<file path="src/rtl/RV32I_defines.sv">
// RV32I base encodings shared across the core: major opcodes and the operand word type.
package RV32I_defines;

    typedef logic [31:0] RV32I_OPERAND_t;

    typedef enum logic [6:0] {
        R_TYPE      = 7'b0110011,
        I_TYPE      = 7'b0010011,
        I_LOAD_TYPE = 7'b0000011,
        I_JALR_TYPE = 7'b1100111,
        I_SYS_TYPE  = 7'b1110011,
        S_TYPE      = 7'b0100011,
        B_TYPE      = 7'b1100011,
        U_LUI_TYPE  = 7'b0110111,
        U_AUIPC_TYPE = 7'b0010111,
        J_TYPE      = 7'b1101111
    } RV32I_OPCODE_t;

endpackage

</file>
<file path="src/rtl/fetch_pc_sequencer_pkg.sv">
// Fetch-stage types: sequencer state encoding and the sequential PC step.
package fe_pkg;
  import RV32I_defines::*;

  typedef logic [1:0] fetch_state_t;

  localparam fetch_state_t IDLE = 2'd0;
  localparam fetch_state_t REQ  = 2'd1;
  localparam fetch_state_t HOLD = 2'd2;
  localparam fetch_state_t HALT = 2'd3;

  localparam RV32I_OPERAND_t PC_STEP = 32'd4;

  // Sequential successor; wraps modulo 2^32 by construction.
  function automatic RV32I_OPERAND_t pc_next(input RV32I_OPERAND_t pc);
    return pc + PC_STEP;
  endfunction

endpackage

</file>
<file path="src/rtl/fetch_pc_sequencer_if.sv">
// Bundle of the fetch sequencer's imem, decode and execute-feedback signals.
interface fetch_pc_sequencer_if;
  import RV32I_defines::*;

  logic            imem_req;
  RV32I_OPERAND_t  imem_addr;
  logic            imem_ack;
  logic [31:0]     imem_rdata;

  logic            instr_valid;
  logic [31:0]     instr;
  RV32I_OPERAND_t  instr_pc;
  logic            instr_ready;

  logic            ex_valid;
  RV32I_OPCODE_t   ex_opcode;
  logic            ex_cond_jump;
  RV32I_OPERAND_t  ex_target;

  logic            flush;
  logic            misaligned_fault;

  modport master (
    output imem_req, imem_addr, instr_valid, instr, instr_pc, flush, misaligned_fault,
    input  imem_ack, imem_rdata, instr_ready, ex_valid, ex_opcode, ex_cond_jump, ex_target
  );

  modport slave (
    input  imem_req, imem_addr, instr_valid, instr, instr_pc, flush, misaligned_fault,
    output imem_ack, imem_rdata, instr_ready, ex_valid, ex_opcode, ex_cond_jump, ex_target
  );

endinterface

</file>
<file path="src/rtl/fetch_pc_sequencer_redirect_decode.sv">
// Combinational redirect decision from the execute stage, plus target alignment check.
module fetch_redirect_decode
  import RV32I_defines::*;
(
  input  logic           ex_valid,
  input  RV32I_OPCODE_t  ex_opcode,
  input  logic           ex_cond_jump,
  input  RV32I_OPERAND_t ex_target,
  output logic           redirect,
  output logic           misaligned
);

  logic taken_branch;
  logic jump;

  assign taken_branch = (ex_opcode == B_TYPE) && ex_cond_jump;
  assign jump         = (ex_opcode == J_TYPE) || (ex_opcode == I_JALR_TYPE);
  assign redirect     = ex_valid && (taken_branch || jump);
  assign misaligned   = redirect && (ex_target[1:0] != 2'b00);

endmodule

</file>
<file path="src/rtl/fetch_pc_sequencer.sv">
// Fetch PC owner: sequences imem requests, buffers one instruction for decode, squashes on redirect.
module fetch_pc_sequencer
  import RV32I_defines::*;
  import fe_pkg::*;
#(
  parameter RV32I_OPERAND_t RESET_PC = 32'h0040_0000
) (
  input  logic                 clk,
  input  logic                 rst_n,
  fetch_pc_sequencer_if.master bus
);

  fetch_state_t   state_q, state_d;
  RV32I_OPERAND_t pc_q, pc_d;
  RV32I_OPERAND_t pc_pending_q, pc_pending_d;
  logic           discard_q, discard_d;
  logic [31:0]    instr_q, instr_d;
  RV32I_OPERAND_t instr_pc_q, instr_pc_d;
  logic           flush_q, flush_d;
  logic           fault_q, fault_d;

  logic redirect;
  logic misaligned;

  fetch_redirect_decode u_redirect_decode (
    .ex_valid     (bus.ex_valid),
    .ex_opcode    (bus.ex_opcode),
    .ex_cond_jump (bus.ex_cond_jump),
    .ex_target    (bus.ex_target),
    .redirect     (redirect),
    .misaligned   (misaligned)
  );

  always_comb begin
    state_d      = state_q;
    pc_d         = pc_q;
    pc_pending_d = pc_pending_q;
    discard_d    = discard_q;
    instr_d      = instr_q;
    instr_pc_d   = instr_pc_q;
    fault_d      = fault_q;
    flush_d      = redirect && (state_q != HALT);

    if ((state_q != HALT) && misaligned) begin
      state_d = HALT;
      fault_d = 1'b1;
    end else begin
      case (state_q)
        IDLE: begin
          if (redirect) begin
            pc_d = bus.ex_target;
          end
          state_d = REQ;
        end
        REQ: begin
          // The address must stay stable until ack, so a redirect without ack is parked.
          if (redirect) begin
            if (bus.imem_ack) begin
              pc_d      = bus.ex_target;
              discard_d = 1'b0;
            end else begin
              discard_d    = 1'b1;
              pc_pending_d = bus.ex_target;
            end
          end else if (bus.imem_ack) begin
            if (discard_q) begin
              pc_d      = pc_pending_q;
              discard_d = 1'b0;
            end else begin
              instr_d    = bus.imem_rdata;
              instr_pc_d = pc_q;
              pc_d       = pc_next(pc_q);
              state_d    = HOLD;
            end
          end
        end
        HOLD: begin
          if (redirect) begin
            pc_d    = bus.ex_target;
            state_d = REQ;
          end else if (bus.instr_ready) begin
            state_d = REQ;
          end
        end
        HALT: begin
          state_d = HALT;
        end
        default: begin
          state_d = IDLE;
        end
      endcase
    end
  end

  always_ff @(posedge clk or negedge rst_n) begin
    if (!rst_n) begin
      state_q      <= IDLE;
      pc_q         <= RESET_PC;
      pc_pending_q <= RESET_PC;
      discard_q    <= 1'b0;
      instr_q      <= 32'd0;
      instr_pc_q   <= 32'd0;
      flush_q      <= 1'b0;
      fault_q      <= 1'b0;
    end else begin
      state_q      <= state_d;
      pc_q         <= pc_d;
      pc_pending_q <= pc_pending_d;
      discard_q    <= discard_d;
      instr_q      <= instr_d;
      instr_pc_q   <= instr_pc_d;
      flush_q      <= flush_d;
      fault_q      <= fault_d;
    end
  end

  assign bus.imem_req         = (state_q == REQ);
  assign bus.imem_addr        = pc_q;
  assign bus.instr_valid      = (state_q == HOLD);
  assign bus.instr            = instr_q;
  assign bus.instr_pc         = instr_pc_q;
  assign bus.flush            = flush_q;
  assign bus.misaligned_fault = fault_q;

endmodule

</file>
<file path="src/flat_wrapper.sv">
// flat-port wrapper written by rule: the top's interface ports become plain ports
module fetch_pc_sequencer_flat import RV32I_defines::*; import fe_pkg::*;
#(
  parameter RV32I_OPERAND_t RESET_PC = 32'h0040_0000
)
  (clk, rst_n, bus_imem_req, bus_imem_addr, bus_instr_valid, bus_instr, bus_instr_pc, bus_flush, bus_misaligned_fault, bus_imem_ack, bus_imem_rdata, bus_instr_ready, bus_ex_valid, bus_ex_opcode, bus_ex_cond_jump, bus_ex_target);
  fetch_pc_sequencer_if bus_i ();
  input  logic clk;
  input  logic rst_n;
  output wire logic [$bits(bus_i.imem_req)-1:0] bus_imem_req;
  output wire logic [$bits(bus_i.imem_addr)-1:0] bus_imem_addr;
  output wire logic [$bits(bus_i.instr_valid)-1:0] bus_instr_valid;
  output wire logic [$bits(bus_i.instr)-1:0] bus_instr;
  output wire logic [$bits(bus_i.instr_pc)-1:0] bus_instr_pc;
  output wire logic [$bits(bus_i.flush)-1:0] bus_flush;
  output wire logic [$bits(bus_i.misaligned_fault)-1:0] bus_misaligned_fault;
  input wire logic [$bits(bus_i.imem_ack)-1:0] bus_imem_ack;
  input wire logic [$bits(bus_i.imem_rdata)-1:0] bus_imem_rdata;
  input wire logic [$bits(bus_i.instr_ready)-1:0] bus_instr_ready;
  input wire logic [$bits(bus_i.ex_valid)-1:0] bus_ex_valid;
  input wire logic [$bits(bus_i.ex_opcode)-1:0] bus_ex_opcode;
  input wire logic [$bits(bus_i.ex_cond_jump)-1:0] bus_ex_cond_jump;
  input wire logic [$bits(bus_i.ex_target)-1:0] bus_ex_target;
  assign bus_imem_req = bus_i.imem_req;
  assign bus_imem_addr = bus_i.imem_addr;
  assign bus_instr_valid = bus_i.instr_valid;
  assign bus_instr = bus_i.instr;
  assign bus_instr_pc = bus_i.instr_pc;
  assign bus_flush = bus_i.flush;
  assign bus_misaligned_fault = bus_i.misaligned_fault;
  assign bus_i.imem_ack = bus_imem_ack;
  assign bus_i.imem_rdata = bus_imem_rdata;
  assign bus_i.instr_ready = bus_instr_ready;
  assign bus_i.ex_valid = bus_ex_valid;
  assign bus_i.ex_opcode = bus_ex_opcode;
  assign bus_i.ex_cond_jump = bus_ex_cond_jump;
  assign bus_i.ex_target = bus_ex_target;
  fetch_pc_sequencer #(.RESET_PC(RESET_PC)) u_core (.clk(clk), .rst_n(rst_n), .bus(bus_i));
endmodule
</file>
<file path="config.mk">
export PLATFORM = sky130hd
export DESIGN_NAME = fetch_pc_sequencer_flat
export DESIGN_NICKNAME = d
export VERILOG_FILES = /design/src/rtl/RV32I_defines.sv /design/src/rtl/fetch_pc_sequencer_pkg.sv /design/src/rtl/fetch_pc_sequencer_if.sv /design/src/rtl/fetch_pc_sequencer_redirect_decode.sv /design/src/rtl/fetch_pc_sequencer.sv /design/src/flat_wrapper.sv
export SDC_FILE = /design/constraint.sdc
export NUM_CORES = 1
export LEC_CHECK = 0
export CORE_ASPECT_RATIO = 1.4
export CORE_UTILIZATION = 49
export CTS_CLUSTER_SIZE = 14
export DETAILED_ROUTE_END_ITERATION = 10
export GPL_TIMING_DRIVEN = 0
export HOLD_SLACK_MARGIN = 0.03
export PLACE_DENSITY = 0.81
export SLEW_MARGIN = 25
export SYNTH_ARGS = -nofsm -noshare
export SYNTH_HDL_FRONTEND = slang
export SYNTH_SLANG_ARGS = --single-unit
</file>
<file path="constraint.sdc">
create_clock -name clk -period 2.6 [get_ports clk]
set_input_delay 0.65 -clock clk [delete_from_list [all_inputs] [get_ports clk]]
set_output_delay 0.65 -clock clk [all_outputs]
set_load 0.01 [all_outputs]
</file>
# == Yosys cells after proc, flatten, opt, wreduce, memory -nomap -nowiden ==
# Cells that the tools add are included.
# word_totals
reg_bits,133
inputBits,77
out_inout_bits,100
word_cells,59
# classes
n_addsub,1
n_eq_ne,13
muxes,16
bitwise,4
reduce_logical,17
# op_table
op,count
32-bit two-way mux,5
32-bit case mux with 2 select lines,1
32-bit by 3-bit adder with 32-bit output (second input constant),1
7-bit equality test (second input constant),3
2-bit two-way mux,6
4-bit AND reduction,3
2-bit case mux with 4 select lines,1
3-bit != test (second input constant),2
2-bit nonzero test,3
1-bit logical AND,5
5-bit AND reduction,1
2-bit equality test (second input constant),2
2-bit by 1-bit != test with 1-bit output (second input constant),2
4-bit by 1-bit != test with 1-bit output (second input constant),1
1-bit NOT,4
1-bit two-way mux,3
3-bit by 1-bit != test with 1-bit output (second input constant),1
3-bit AND reduction,1
2-bit by 1-bit equality test with 1-bit output (second input constant),1
2-bit zero test,1
1-bit logical OR,2
2-bit != test (second input constant),1
2-bit OR reduction,1

# == Longest topological paths before layout ==
# Gate-level depths: netlist (run 1).
# depth
ltp_word,8
mapped_depth,8
depth_no_buf,6

# == Cells and area by module ==
# From an unflattened synthesis (run 1), not the netlist that was laid out.
# unflattened
hier_cells,673
area_unflattened_um2,6247.2
# by_module_without_submodules
module,n_inst,cells_each,area_per_inst_um2,seq_area_each_um2
fetch_pc_sequencer,1,666,6190.9,3330.7
fetch_redirect_decode,1,7,56.3,0.0

# == Worst setup path after synthesis (run 1) ==
# OpenSTA, ideal clock, no wires.
# synth_timing
path_type,in2reg
start,input port bus_ex_opcode[4]
end,register u_core.pc_pending_q[10]
setup_time_ns,0.125
arrival_ns,2.138
slack_ns,0.337
stages,7
path_buffers,2
cell_sequence,and4b_1 o2111a_1 buf_2 nand3_1 nor2_1 buf_4 mux2_2
# synth_via
elab_chain_len,8
elab_cells_between_ends,11
# synth_rtl
item,line,text
from (decl),flat_wrapper.sv:21,input wire logic [$bits(bus_i.ex_opcode)-1:0] bus_ex_opcode;
7-bit equality test (on tied branches),"fetch_pc_sequencer_redirect_decode.sv:16, fetch_pc_sequencer_redirect_decode.sv:17",
1-bit logical AND or 1-bit logical OR (tied branches),"fetch_pc_sequencer_redirect_decode.sv:16, fetch_pc_sequencer_redirect_decode.sv:17",
1-bit logical OR *,fetch_pc_sequencer_redirect_decode.sv:18,assign redirect = ex_valid && (taken_branch || jump);
1-bit logical AND *,fetch_pc_sequencer_redirect_decode.sv:18,
1-bit logical AND,fetch_pc_sequencer_redirect_decode.sv:19,assign misaligned = redirect && (ex_target[1:0] != 2'b00);
1-bit logical AND,fetch_pc_sequencer.sv:44,if ((state_q != HALT) && misaligned) begin
1-bit NOT (no source line),n/a,
4-bit AND reduction (no source line) *,n/a,
to (signal assigned),fetch_pc_sequencer.sv:108,pc_pending_q <= pc_pending_d;
to (decl),fetch_pc_sequencer.sv:15,"RV32I_OPERAND_t pc_pending_q, pc_pending_d;"
# Mark *: on every way between the ends. The rest lies on a longest branch, timed or not.
# A chain may end at the register's enable or synchronous reset.

# == Final worst setup path (run 1) ==
# layout_timing
start,register u_core.pc_q[14] (netlist: u_core.bus.imem_addr[14])
end,register u_core.pc_q[31] (netlist: u_core.bus.imem_addr[31])
# layout_via
elab_chain_len,5
# layout_rtl
item,line,text
from (decl),fetch_pc_sequencer.sv:14,"RV32I_OPERAND_t pc_q, pc_d;"
from (signal assigned),fetch_pc_sequencer.sv:107,pc_q <= pc_d;
32-bit by 3-bit adder with 32-bit output,fetch_pc_sequencer_pkg.sv:16,return pc + PC_STEP;
32-bit two-way mux,fetch_pc_sequencer.sv:66,if (discard_q) begin
32-bit two-way mux,fetch_pc_sequencer.sv:65,end else if (bus.imem_ack) begin
32-bit two-way mux,fetch_pc_sequencer.sv:57,if (redirect) begin
32-bit case mux with 2 select lines,fetch_pc_sequencer.sv:48,case (state_q)
# No other way between the ends. The select of a mux whose other input is x is not followed.

==> report_table.html, run 1 <==
<table>
<tr><th>Metric</th><th>Value</th></tr>
<tr><th colspan="2">Timing</th></tr>
<tr><td>Shortest period the worst path allows</td><td>2540 ps</td></tr>
<tr><td>Transition at the pin with the smallest max-transition slack</td><td>908 ps</td></tr>
<tr><td>Hold Fails Final Rpt</td><td>0</td></tr>
<tr><td>Post-Route Hold Slack</td><td>187 ps</td></tr>
<tr><td>Achievable Freq</td><td>0.393 GHz</td></tr>
<tr><td>Finish-stage setup viols</td><td>0</td></tr>
<tr><td>Final critical-path share of the clock period</td><td>97.9%</td></tr>
<tr><td>Relative slew slack</td><td>about 39%</td></tr>
<tr><td>Count of final max-slew check failures</td><td>0</td></tr>
<tr><td>Final total negative setup slack</td><td>0 ps</td></tr>
<tr><td>Setup WS post-layout</td><td>55.5 ps</td></tr>
<tr><td>Worst-case clock skew</td><td>between 7 and 8 ps</td></tr>
<tr><th colspan="2">Cells and area</th></tr>
<tr><td>Proportion of layout cells with a drive suffix above 1</td><td>between 10% and 20%</td></tr>
<tr><td>Number of nets at the end of the flow</td><td>848</td></tr>
<tr><td>Area growth syn-to-layout</td><td>41.9%</td></tr>
<tr><td>Number of antenna repair diodes</td><td>0</td></tr>
<tr><th colspan="2">Global route</th></tr>
<tr><td>Congestion Overflow GR</td><td>0</td></tr>
<tr><td>Total routing usage reported by global routing</td><td>30.0%</td></tr>
<tr><td>Vias in the first global route</td><td>5,870</td></tr>
<tr><td>Number of antenna violations at the first check in global routing</td><td>0</td></tr>
<tr><td>First-pass GRT wire length</td><td>31,000 um</td></tr>
<tr><td>Largest net degree at the start of global routing</td><td>just under 70</td></tr>
<tr><th colspan="2">Floorplan</th></tr>
<tr><td>Standard cell core area</td><td>12,800 um^2</td></tr>
<tr><td>Full die area</td><td>13,600 um^2</td></tr>
<tr><td>Cell Rows</td><td>49</td></tr>
<tr><td>Starting utilization of the core area</td><td>between 50 and 60%</td></tr>
<tr><td>Width of the die</td><td>98.9 um</td></tr>
<tr><td>Height of the chip</td><td>138 um</td></tr>
<tr><td>I/O pin cnt</td><td>177</td></tr>
<tr><th colspan="2">Synthesis</th></tr>
<tr><td>Synthesized Nets</td><td>647</td></tr>
<tr><td>Number of storage elements in the synthesis netlist</td><td>around 130</td></tr>
<tr><td>Part of the Yosys area used for sequential elements</td><td>slightly above 50%</td></tr>
<tr><td>Mean Syn Cell Area</td><td>~11 um^2</td></tr>
<tr><td>Share of the synthesized area in the top cell type</td><td>50.9%</td></tr>
<tr><td>Number of warnings printed during yosys synthesis</td><td>0</td></tr>
<tr><td>Post-synth design cell area</td><td>approximately 6400 um^2</td></tr>
<tr><td>Cell types occupying the most area after synthesis</td><td>sky130_fd_sc_hd__dfrtp_1, sky130_fd_sc_hd__mux2_2, sky130_fd_sc_hd__o21ai_0</td></tr>
<tr><td>Ys flop type</td><td>sky130_fd_sc_hd__dfrtp_1</td></tr>
<tr><td>Proportion of register bits with asynchronous set or reset after synthesis</td><td>100%</td></tr>
<tr><td>Number of synthesized flops with an enable pin</td><td>0</td></tr>
<tr><td>Number of distinct library cells after synthesis</td><td>56</td></tr>
<tr><td>Syn Inst Count</td><td>569</td></tr>
<tr><td>Dominant cell type by area after synthesis</td><td>sky130_fd_sc_hd__dfrtp_1</td></tr>
<tr><th colspan="2">Drt</th></tr>
<tr><td>Wire length reported by the detailed router</td><td>a little under 20,000 um</td></tr>
<tr><td>Count of antenna-violating nets left after detailed routing</td><td>0</td></tr>
<tr><td>First drt pass iteration count</td><td>5</td></tr>
<tr><td>Vias</td><td>5,724</td></tr>
<tr><td>WL/cell</td><td>21.2 um</td></tr>
<tr><td>Detailed-route vias per instance</td><td>6.12</td></tr>
<tr><td>DRC violation total after the first TritonRoute iteration</td><td>386</td></tr>
<tr><td>Residual DRC count</td><td>0</td></tr>
<tr><th colspan="2">Clock network</th></tr>
<tr><td>Clk_lat worst skew</td><td>420 ps</td></tr>
<tr><td>Number of buffers created by CTS</td><td>17</td></tr>
<tr><td>Number of buffers added to fix hold violations after cts</td><td>0</td></tr>
<tr><td>Clock Tree Root</td><td>sky130_fd_sc_hd__clkbuf_16</td></tr>
<tr><td>TritonCTS clock tree</td><td>yes</td></tr>
<tr><td>Total number of clock tree sinks</td><td>133</td></tr>
<tr><td>Maximum buffer depth of the clock tree</td><td>2</td></tr>
<tr><td>Clock slew at the register clock pins of the worst setup and hold paths</td><td>60 ps</td></tr>
<tr><td>CTS H-tree depth</td><td>4</td></tr>
<tr><th colspan="2">Setup path</th></tr>
<tr><td>Cell with the biggest individual delay on the critical path</td><td>sky130_fd_sc_hd__nor4_2</td></tr>
<tr><td>Worst R2R Path Depth</td><td>6</td></tr>
<tr><td>Arrival time of the worst setup path</td><td>between 2000 and 3000 ps</td></tr>
<tr><td>Slowest stage delay, CP</td><td>770 ps</td></tr>
<tr><td>Maximum net fanout on the critical path</td><td>9</td></tr>
<tr><td>Nature of the critical path endpoint</td><td>flip-flop</td></tr>
<tr><td>Worst EP required</td><td>2900 ps</td></tr>
<tr><td>Cell depth of the worst setup path</td><td>6</td></tr>
<tr><td>Worst path bufs/invs</td><td>1</td></tr>
<tr><td>Critical path start-end classification</td><td>flip-flop to flip-flop</td></tr>
<tr><td>Gate family responsible for the most delay along the worst path</td><td>simple AND/OR/NAND/NOR gates</td></tr>
<tr><td>Ordered cell list for the critical path</td><td>buf_2 &gt; nand3_1 &gt; nor4_2 &gt; nand4_1 &gt; xnor2_1 &gt; a211o_1</td></tr>
<tr><td>Critical Path Source Type</td><td>flip-flop</td></tr>
<tr><th colspan="2">Placement</th></tr>
<tr><td>Detailed-placement wirelength estimate</td><td>14,000 um</td></tr>
<tr><td>Worst Setup Slack post-DPL</td><td>-777 ps</td></tr>
<tr><td>Final GP Congestion</td><td>~0.88</td></tr>
<tr><td>Quantity of I/O buffers inserted on ports</td><td>176</td></tr>
<tr><th colspan="2">Flow run</th></tr>
<tr><td>Number of max-capacitance violations reported</td><td>0</td></tr>
<tr><th colspan="2">Pwr</th></tr>
<tr><td>Max rail drop VDD</td><td>0.588 mV</td></tr>
<tr><td>Total Power</td><td>between 9 and 10 mW</td></tr>
<tr><td>Pleak</td><td>3.92 nW</td></tr>
<tr><td>Power per cell area</td><td>around 1000 nW/um^2</td></tr>
<tr><th colspan="2">Status</th></tr>
<tr><td>Result of the run</td><td>complete, no violations</td></tr>
<tr><th colspan="2">Min path</th></tr>
<tr><td>Worst hold-check path type</td><td>primary input to async pin</td></tr>
</table>
## state kept, by name, summed over array words and instances (netlist names)
signal	count
u_core.bus.misaligned_fault	1
u_core.discard_q	1
u_core.bus.instr	32
u_core.bus.instr_pc	32
u_core.pc_pending_q	32
u_core.bus.imem_addr	32
u_core.state_q	2
u_core.bus.flush	1
## timing repair
item / CTS / global route
setup endpoints to repair: 64 / 62
setup buffers: 0 / 5
gates resized for setup: 11 / 5
## cell families after synthesis
family,Yosys count,synth area share (%)
AOI/OAI and AO/OA,125,13.0
xor gates and xnor gates,15,2.04
adders and majority gates,1,0.194
buffers and inverters,52,3.44
DFF,133,51.7
muxes,94,16.3
and+or+nand+nor,149,13.3
## power by group
part           total (mW)  switching [mW]  internal [mW]
clock                2.54           0.915           1.63
sequential           3.36           0.615           2.74
combinational        3.63            1.66           1.97
## worst reg2reg max path: stages (launching register included)
cell                      delay [ps]
sky130_fd_sc_hd__dfrtp_1         340
sky130_fd_sc_hd__buf_2           220
sky130_fd_sc_hd__nand3_1         390
sky130_fd_sc_hd__nor4_2          770
sky130_fd_sc_hd__nand4_1         240
sky130_fd_sc_hd__xnor2_1         180
sky130_fd_sc_hd__a211o_1         300
## routing by layer
metal | share of wire, % | routed length (um) | track usage, % | vias to the layer above
met4 | 3.5 | 691 | 15.5 | 0
met3 | 7.1 | 1420 | 6.70 | 61
met1 | 39 | 7750 | 35.8 | 2848
met2 | 50 | 10000 | 50.8 | 278
met5 | 0 | 0 | 0 | -
li1 | - | - | - | 2537
## final timing paths
check                                             from                     endpoint  slack, ps
setup / recovery              u_core.bus.imem_addr[14]     u_core.bus.imem_addr[31]         60
hold / removal                                   rst_n          u_core.bus.instr[2]        190
setup reg to reg              u_core.bus.imem_addr[14]     u_core.bus.imem_addr[31]         60
hold reg to reg            u_core.bus.misaligned_fault  u_core.bus.misaligned_fault        470
max in group asynchronous                        rst_n     u_core.bus.imem_addr[22]       1690
min in group clk           u_core.bus.misaligned_fault  u_core.bus.misaligned_fault        470
## synthesized netlist by cell type (7+ instances only)
| cell type | instances |
|---|---|
| sky130_fd_sc_hd__nand2_1 | 37 |
| sky130_fd_sc_hd__nor3_1 | 11 |
| sky130_fd_sc_hd__a21oi_1 | 17 |
| sky130_fd_sc_hd__o211ai_1 | 20 |
| sky130_fd_sc_hd__nor4_1 | 7 |
| sky130_fd_sc_hd__buf_2 | 12 |
| sky130_fd_sc_hd__nand3_1 | 18 |
| sky130_fd_sc_hd__nand2b_1 | 13 |
| sky130_fd_sc_hd__inv_1 | 13 |
| sky130_fd_sc_hd__and4_1 | 9 |
| sky130_fd_sc_hd__mux2i_1 | 8 |
| sky130_fd_sc_hd__xnor2_1 | 7 |
| sky130_fd_sc_hd__nor2_1 | 13 |
| sky130_fd_sc_hd__nand4_1 | 18 |
| sky130_fd_sc_hd__xor2_1 | 8 |
| sky130_fd_sc_hd__clkbuf_1 | 21 |
| sky130_fd_sc_hd__o21ai_0 | 31 |
| sky130_fd_sc_hd__mux2_2 | 86 |
| sky130_fd_sc_hd__a31oi_1 | 13 |
| sky130_fd_sc_hd__dfrtp_1 | 131 |
## layout by cell type (no fill, tap or decap), types with 3 or more instances in the layout
| master | Yosys | final |
|---|---|---|
| sky130_fd_sc_hd__a2bb2oi_1 | 5 | 5 |
| sky130_fd_sc_hd__o221ai_1 | 3 | 3 |
| sky130_fd_sc_hd__clkdlybuf4s50_1 | 0 | 175 |
| sky130_fd_sc_hd__buf_2 | 12 | 10 |
| sky130_fd_sc_hd__clkbuf_16 | 0 | 17 |
| sky130_fd_sc_hd__o31ai_1 | 6 | 6 |
| sky130_fd_sc_hd__o21ai_0 | 31 | 31 |
| sky130_fd_sc_hd__o211ai_1 | 20 | 20 |
| sky130_fd_sc_hd__a211o_1 | 3 | 3 |
| sky130_fd_sc_hd__inv_1 | 13 | 13 |
| sky130_fd_sc_hd__nand2_1 | 37 | 36 |
| sky130_fd_sc_hd__clkinvlp_4 | 0 | 4 |
| sky130_fd_sc_hd__buf_4 | 3 | 10 |
| sky130_fd_sc_hd__dfrtp_1 | 131 | 131 |
| sky130_fd_sc_hd__xor2_1 | 8 | 8 |
| sky130_fd_sc_hd__o2111ai_1 | 5 | 5 |
| sky130_fd_sc_hd__nand3_1 | 18 | 18 |
| sky130_fd_sc_hd__nor2b_1 | 6 | 6 |
| sky130_fd_sc_hd__and4_1 | 9 | 9 |
| sky130_fd_sc_hd__mux2i_1 | 8 | 6 |
| sky130_fd_sc_hd__nor2_1 | 13 | 12 |
| sky130_fd_sc_hd__nor4_1 | 7 | 7 |
| sky130_fd_sc_hd__a211oi_1 | 6 | 6 |
| sky130_fd_sc_hd__a21oi_1 | 17 | 17 |
| sky130_fd_sc_hd__a31oi_1 | 13 | 13 |
| sky130_fd_sc_hd__bufinv_16 | 0 | 4 |
| sky130_fd_sc_hd__mux2_2 | 86 | 86 |
| sky130_fd_sc_hd__nor3_1 | 11 | 11 |
| sky130_fd_sc_hd__clkbuf_2 | 0 | 3 |
| sky130_fd_sc_hd__nand4_1 | 18 | 18 |
| sky130_fd_sc_hd__nand2b_1 | 13 | 13 |
| sky130_fd_sc_hd__xnor2_1 | 7 | 7 |
| sky130_fd_sc_hd__clkbuf_1 | 21 | 20 |
## metrics by stage
step	instance area, um^2	std cells	util, %
floorplan	6440	569	-
global placement	8400	898	65.5
detailed placement	8430	899	65.8
CTS	9090	931	70.9
global route	9140	936	71.4
finish	9140	936	71.4
## final cells by class
class	instances	area (um^2)
repair buffers	182	1830
clock inverters	12	178
flip-flops and latches	133	3330
clock buffers	20	447
multi-input cells	384	2930
well taps	153	191
plain buffers	38	181
inverters	14	52.6
fillers	978	3670
(Power assumes the default switching activity.)
==> run 2: changes to the inputs <==
--- a/config.mk
+++ b/config.mk
@@ -6,12 +6,14 @@
 export NUM_CORES = 1
 export LEC_CHECK = 0
 export CORE_ASPECT_RATIO = 1.4
-export CORE_UTILIZATION = 49
-export CTS_CLUSTER_SIZE = 14
+export CORE_MARGIN = 3
+export CORE_UTILIZATION = 50
+export CTS_BUF_LIST = sky130_fd_sc_hd__clkbuf_8
+export CTS_CLUSTER_SIZE = 12
 export DETAILED_ROUTE_END_ITERATION = 10
 export GPL_TIMING_DRIVEN = 0
 export HOLD_SLACK_MARGIN = 0.03
-export PLACE_DENSITY = 0.81
+export PLACE_DENSITY = 0.83
 export SLEW_MARGIN = 25
 export SYNTH_ARGS = -nofsm -noshare
 export SYNTH_HDL_FRONTEND = slang
==> report_table.html, run 2 (synthesis results as in run 1) <==
<table>
<tr><th>Metric</th><th>Value</th></tr>
<tr><th colspan="2">Status</th></tr>
<tr><td>Result of the run</td><td>complete, no violations (unchanged)</td></tr>
<tr><th colspan="2">Floorplan</th></tr>
<tr><td>Height of the chip</td><td>140 um (was 138 um)</td></tr>
<tr><td>Cell Rows</td><td>48 (was 49)</td></tr>
<tr><td>Starting utilization of the core area</td><td>51.6% (was 50.3%)</td></tr>
<tr><td>Standard cell core area</td><td>12,500 um^2 (was 12,800 um^2)</td></tr>
<tr><td>Full die area</td><td>14,300 um^2 (was 13,600 um^2)</td></tr>
<tr><td>I/O pin cnt</td><td>177 (unchanged)</td></tr>
<tr><td>Width of the die</td><td>102 um (was 98.9 um)</td></tr>
<tr><th colspan="2">Placement</th></tr>
<tr><td>Detailed-placement wirelength estimate</td><td>14,500 um (was 14,000 um)</td></tr>
<tr><td>Final GP Congestion</td><td>0.899 (was 0.880)</td></tr>
<tr><td>Cell count after placement</td><td>896 (was 899)</td></tr>
<tr><td>Total placed instance area</td><td>8430 um^2 (about the same)</td></tr>
<tr><td>Quantity of I/O buffers inserted on ports</td><td>176 (unchanged)</td></tr>
<tr><th colspan="2">Drt</th></tr>
<tr><td>Wire length reported by the detailed router</td><td>20,100 um (was 19,900 um)</td></tr>
<tr><td>Detailed-route vias per instance</td><td>6.19 (was 6.12)</td></tr>
<tr><td>DRC violation total after the first TritonRoute iteration</td><td>497 (was 386)</td></tr>
<tr><td>Vias</td><td>5,742 (was 5,724)</td></tr>
<tr><td>Count of antenna-violating nets left after detailed routing</td><td>0 (unchanged)</td></tr>
<tr><td>WL/cell</td><td>21.6 um (was 21.2 um)</td></tr>
<tr><td>Residual DRC count</td><td>0 (unchanged)</td></tr>
<tr><td>First drt pass iteration count</td><td>6 (was 5)</td></tr>
<tr><th colspan="2">Cells and area</th></tr>
<tr><td>Number of antenna repair diodes</td><td>0 (unchanged)</td></tr>
<tr><td>Most used cells in the layout excluding fill and tap cells</td><td>sky130_fd_sc_hd__clkdlybuf4s50_1, sky130_fd_sc_hd__dfrtp_1, sky130_fd_sc_hd__mux2_2 (unchanged)</td></tr>
<tr><td>Number of nets at the end of the flow</td><td>843 (was 848)</td></tr>
<tr><td>Area growth syn-to-layout</td><td>38.9% (was 41.9%)</td></tr>
<tr><td>Most frequent standard cell in the layout excluding fill and tap cells</td><td>sky130_fd_sc_hd__clkdlybuf4s50_1 (unchanged)</td></tr>
<tr><td>Proportion of layout cells with a drive suffix above 1</td><td>19.5% (was 19.9%)</td></tr>
<tr><td>Fillers</td><td>922 (was 978)</td></tr>
<tr><td>Area of all placed cells without fillers</td><td>8950 um^2 (was 9140 um^2)</td></tr>
<tr><td>Number of standard cells in the final layout excluding fillers</td><td>928 (was 936)</td></tr>
<tr><th colspan="2">Setup path</th></tr>
<tr><td>First element of the critical path</td><td>bus_ex_opcode[0] (was u_core.bus.imem_addr[14])</td></tr>
<tr><td>Nature of the critical path endpoint</td><td>flip-flop (unchanged)</td></tr>
<tr><td>Slowest stage delay, CP</td><td>500 ps (was 770 ps)</td></tr>
<tr><td>Ordered cell list for the critical path</td><td>clkdlybuf4s50_1 &gt; and4b_1 &gt; o2111a_1 &gt; buf_2 &gt; mux2i_4 &gt; nand2_2 &gt; a221o_1 (was buf_2 &gt; nand3_1 &gt; nor4_2 &gt; nand4_1 &gt; xnor2_1 &gt; a211o_1)</td></tr>
<tr><td>Maximum net fanout on the critical path</td><td>10 (was 9)</td></tr>
<tr><td>Cell with the biggest individual delay on the critical path</td><td>sky130_fd_sc_hd__clkdlybuf4s50_1 (was sky130_fd_sc_hd__nor4_2)</td></tr>
<tr><td>Arrival time of the worst setup path</td><td>2890 ps (was 2840 ps)</td></tr>
<tr><td>Launch point of the worst reg-to-reg path</td><td>u_core.bus.imem_addr[7] (was u_core.bus.imem_addr[14])</td></tr>
<tr><td>Critical path start-end classification</td><td>primary input to flip-flop (was flip-flop to flip-flop)</td></tr>
<tr><td>Critical Path Source Type</td><td>primary input (was flip-flop)</td></tr>
<tr><td>Worst EP required</td><td>2940 ps (was 2900 ps)</td></tr>
<tr><th colspan="2">Flow run</th></tr>
<tr><td>Number of max-capacitance violations reported</td><td>0 (unchanged)</td></tr>
<tr><th colspan="2">Timing</th></tr>
<tr><td>Transition at the pin with the smallest max-transition slack</td><td>920 ps (was 908 ps)</td></tr>
<tr><td>RSZ-0062 raised after global routing</td><td>yes</td></tr>
<tr><td>Shortest period the worst path allows</td><td>2560 ps (was 2540 ps)</td></tr>
<tr><td>Worst-case clock skew</td><td>8.07 ps (was 7.20 ps)</td></tr>
<tr><td>Achievable Freq</td><td>0.391 GHz (was 0.393 GHz)</td></tr>
<tr><td>Relative slew slack</td><td>38.1% (was 38.9%)</td></tr>
<tr><td>Final critical-path share of the clock period</td><td>98.3% (was 97.9%)</td></tr>
<tr><td>Count of final max-slew check failures</td><td>0 (unchanged)</td></tr>
<tr><td>Finish-stage setup viols</td><td>0 (unchanged)</td></tr>
<tr><td>Post-Route Hold Slack</td><td>115 ps (was 187 ps)</td></tr>
<tr><td>Hold Fails Final Rpt</td><td>0 (unchanged)</td></tr>
<tr><th colspan="2">Clock network</th></tr>
<tr><td>Clk_lat worst skew</td><td>450 ps (was 420 ps)</td></tr>
<tr><td>Number of buffers created by CTS</td><td>17 (unchanged)</td></tr>
<tr><td>TritonCTS clock tree</td><td>yes (unchanged)</td></tr>
<tr><td>Clock Tree Root</td><td>sky130_fd_sc_hd__clkbuf_8 (was sky130_fd_sc_hd__clkbuf_16)</td></tr>
<tr><td>Buffer count from post-CTS setup fixing</td><td>0 (unchanged)</td></tr>
<tr><td>CTS H-tree depth</td><td>4 (unchanged)</td></tr>
<tr><td>Maximum buffer depth of the clock tree</td><td>2 (unchanged)</td></tr>
<tr><td>Total number of clock tree sinks</td><td>133 (unchanged)</td></tr>
<tr><td>Clock slew at the register clock pins of the worst setup and hold paths</td><td>70 ps (was 60 ps)</td></tr>
<tr><th colspan="2">Pwr</th></tr>
<tr><td>Total Power</td><td>9.03 mW (was 9.53 mW)</td></tr>
<tr><td>Pleak</td><td>3.86 nW (was 3.92 nW)</td></tr>
<tr><td>Power per cell area</td><td>1010 nW/um^2 (was 1040 nW/um^2)</td></tr>
<tr><td>Max rail drop VDD</td><td>0.528 mV (was 0.588 mV)</td></tr>
<tr><th colspan="2">Global route</th></tr>
<tr><td>Largest net degree at the start of global routing</td><td>76 (was 69)</td></tr>
<tr><td>Number of antenna violations at the first check in global routing</td><td>0 (unchanged)</td></tr>
<tr><td>Congestion Overflow GR</td><td>0 (unchanged)</td></tr>
<tr><td>Total routing usage reported by global routing</td><td>28.4% (was 30.0%)</td></tr>
<tr><td>Vias in the first global route</td><td>5,967 (was 5,870)</td></tr>
<tr><td>First-pass GRT wire length</td><td>31,500 um (was 31,000 um)</td></tr>
<tr><th colspan="2">Min path</th></tr>
<tr><td>Worst hold-check path type</td><td>primary input to async pin (unchanged)</td></tr>
</table>
[run 2: power breakdown]
group	internal, mW	switching, mW
clock network	1.19	0.837
logic	1.97	1.67
registers	2.74	0.624
total	5.90	3.13
[run 2: path summary, 6_finish.rpt]
| kind | end | slack (ps) | depth (start not counted) |
|---|---|---|---|
| worst max-delay path | u_core.bus.imem_addr[20] | 40 | 7 |
| worst min-delay path | u_core.bus.imem_addr[11] | 120 | 1 |
| worst max register to register | u_core.bus.imem_addr[29] | 110 | 5 |
| worst min register to register | u_core.bus.misaligned_fault | 470 | 1 |
| max in group asynchronous | u_core.pc_pending_q[22] | 1740 | 2 |
| min in group clk | u_core.bus.misaligned_fault | 470 | 1 |
[run 2: layout make-up]
cell class                 instances  area [um^2]  share of cell area [%]
sequential                       133         3330                    37.2
timing repair buffer             177         1790                    20.0
tap                              150          188                    2.10
clock buffer                      19          262                    2.92
buffer                            38          176                    1.97
clock inverter                    13          205                    2.29
multi-input combinational        384         2940                    32.9
inverter                          14         52.6                   0.587
[run 2: critical path, delay by kind of cell]
kind | cells | cell delay [ps]
and+or+nand+nor | 2 | 440
muxes | 1 | 420
AOI/OAI and AO/OA | 2 | 600
buffers and inverters | 2 | 770
[run 2: metrics by stage]
| step | setup WS [ps] | util [%] | setup TNS (ps) |
|---|---|---|---|
| 5_1_grt | -29.0 | 71.7 | -282 |
| 2_1_floorplan | 337 | - | 0 |
| 3_3_place_gp | -4280 | 67.2 | -608460 |
| 6_report | 44.4 | 71.7 | 0 |
| 3_5_place_dp | -701 | 67.4 | -51550 |
| 4_1_cts | -52.1 | 71.3 | -374 |
[run 2: layer usage]
layer  share of wire [%]  routed length, um  global-route usage (%)
met1                  37               7490                    35.4
met2                  51              10300                    46.8
met3                 8.1               1630                    6.53
met4                 3.4                685                    12.3
met5                   0                  0                       0
[run 2: timing repair]
action                                  in CTS  in global routing
cloned                                       0                  0
endpoints found under the setup margin      50                 60
gates resized for setup                      5                 12
endpoints found under the hold margin        0                  0
hold buffers                                 0                  0
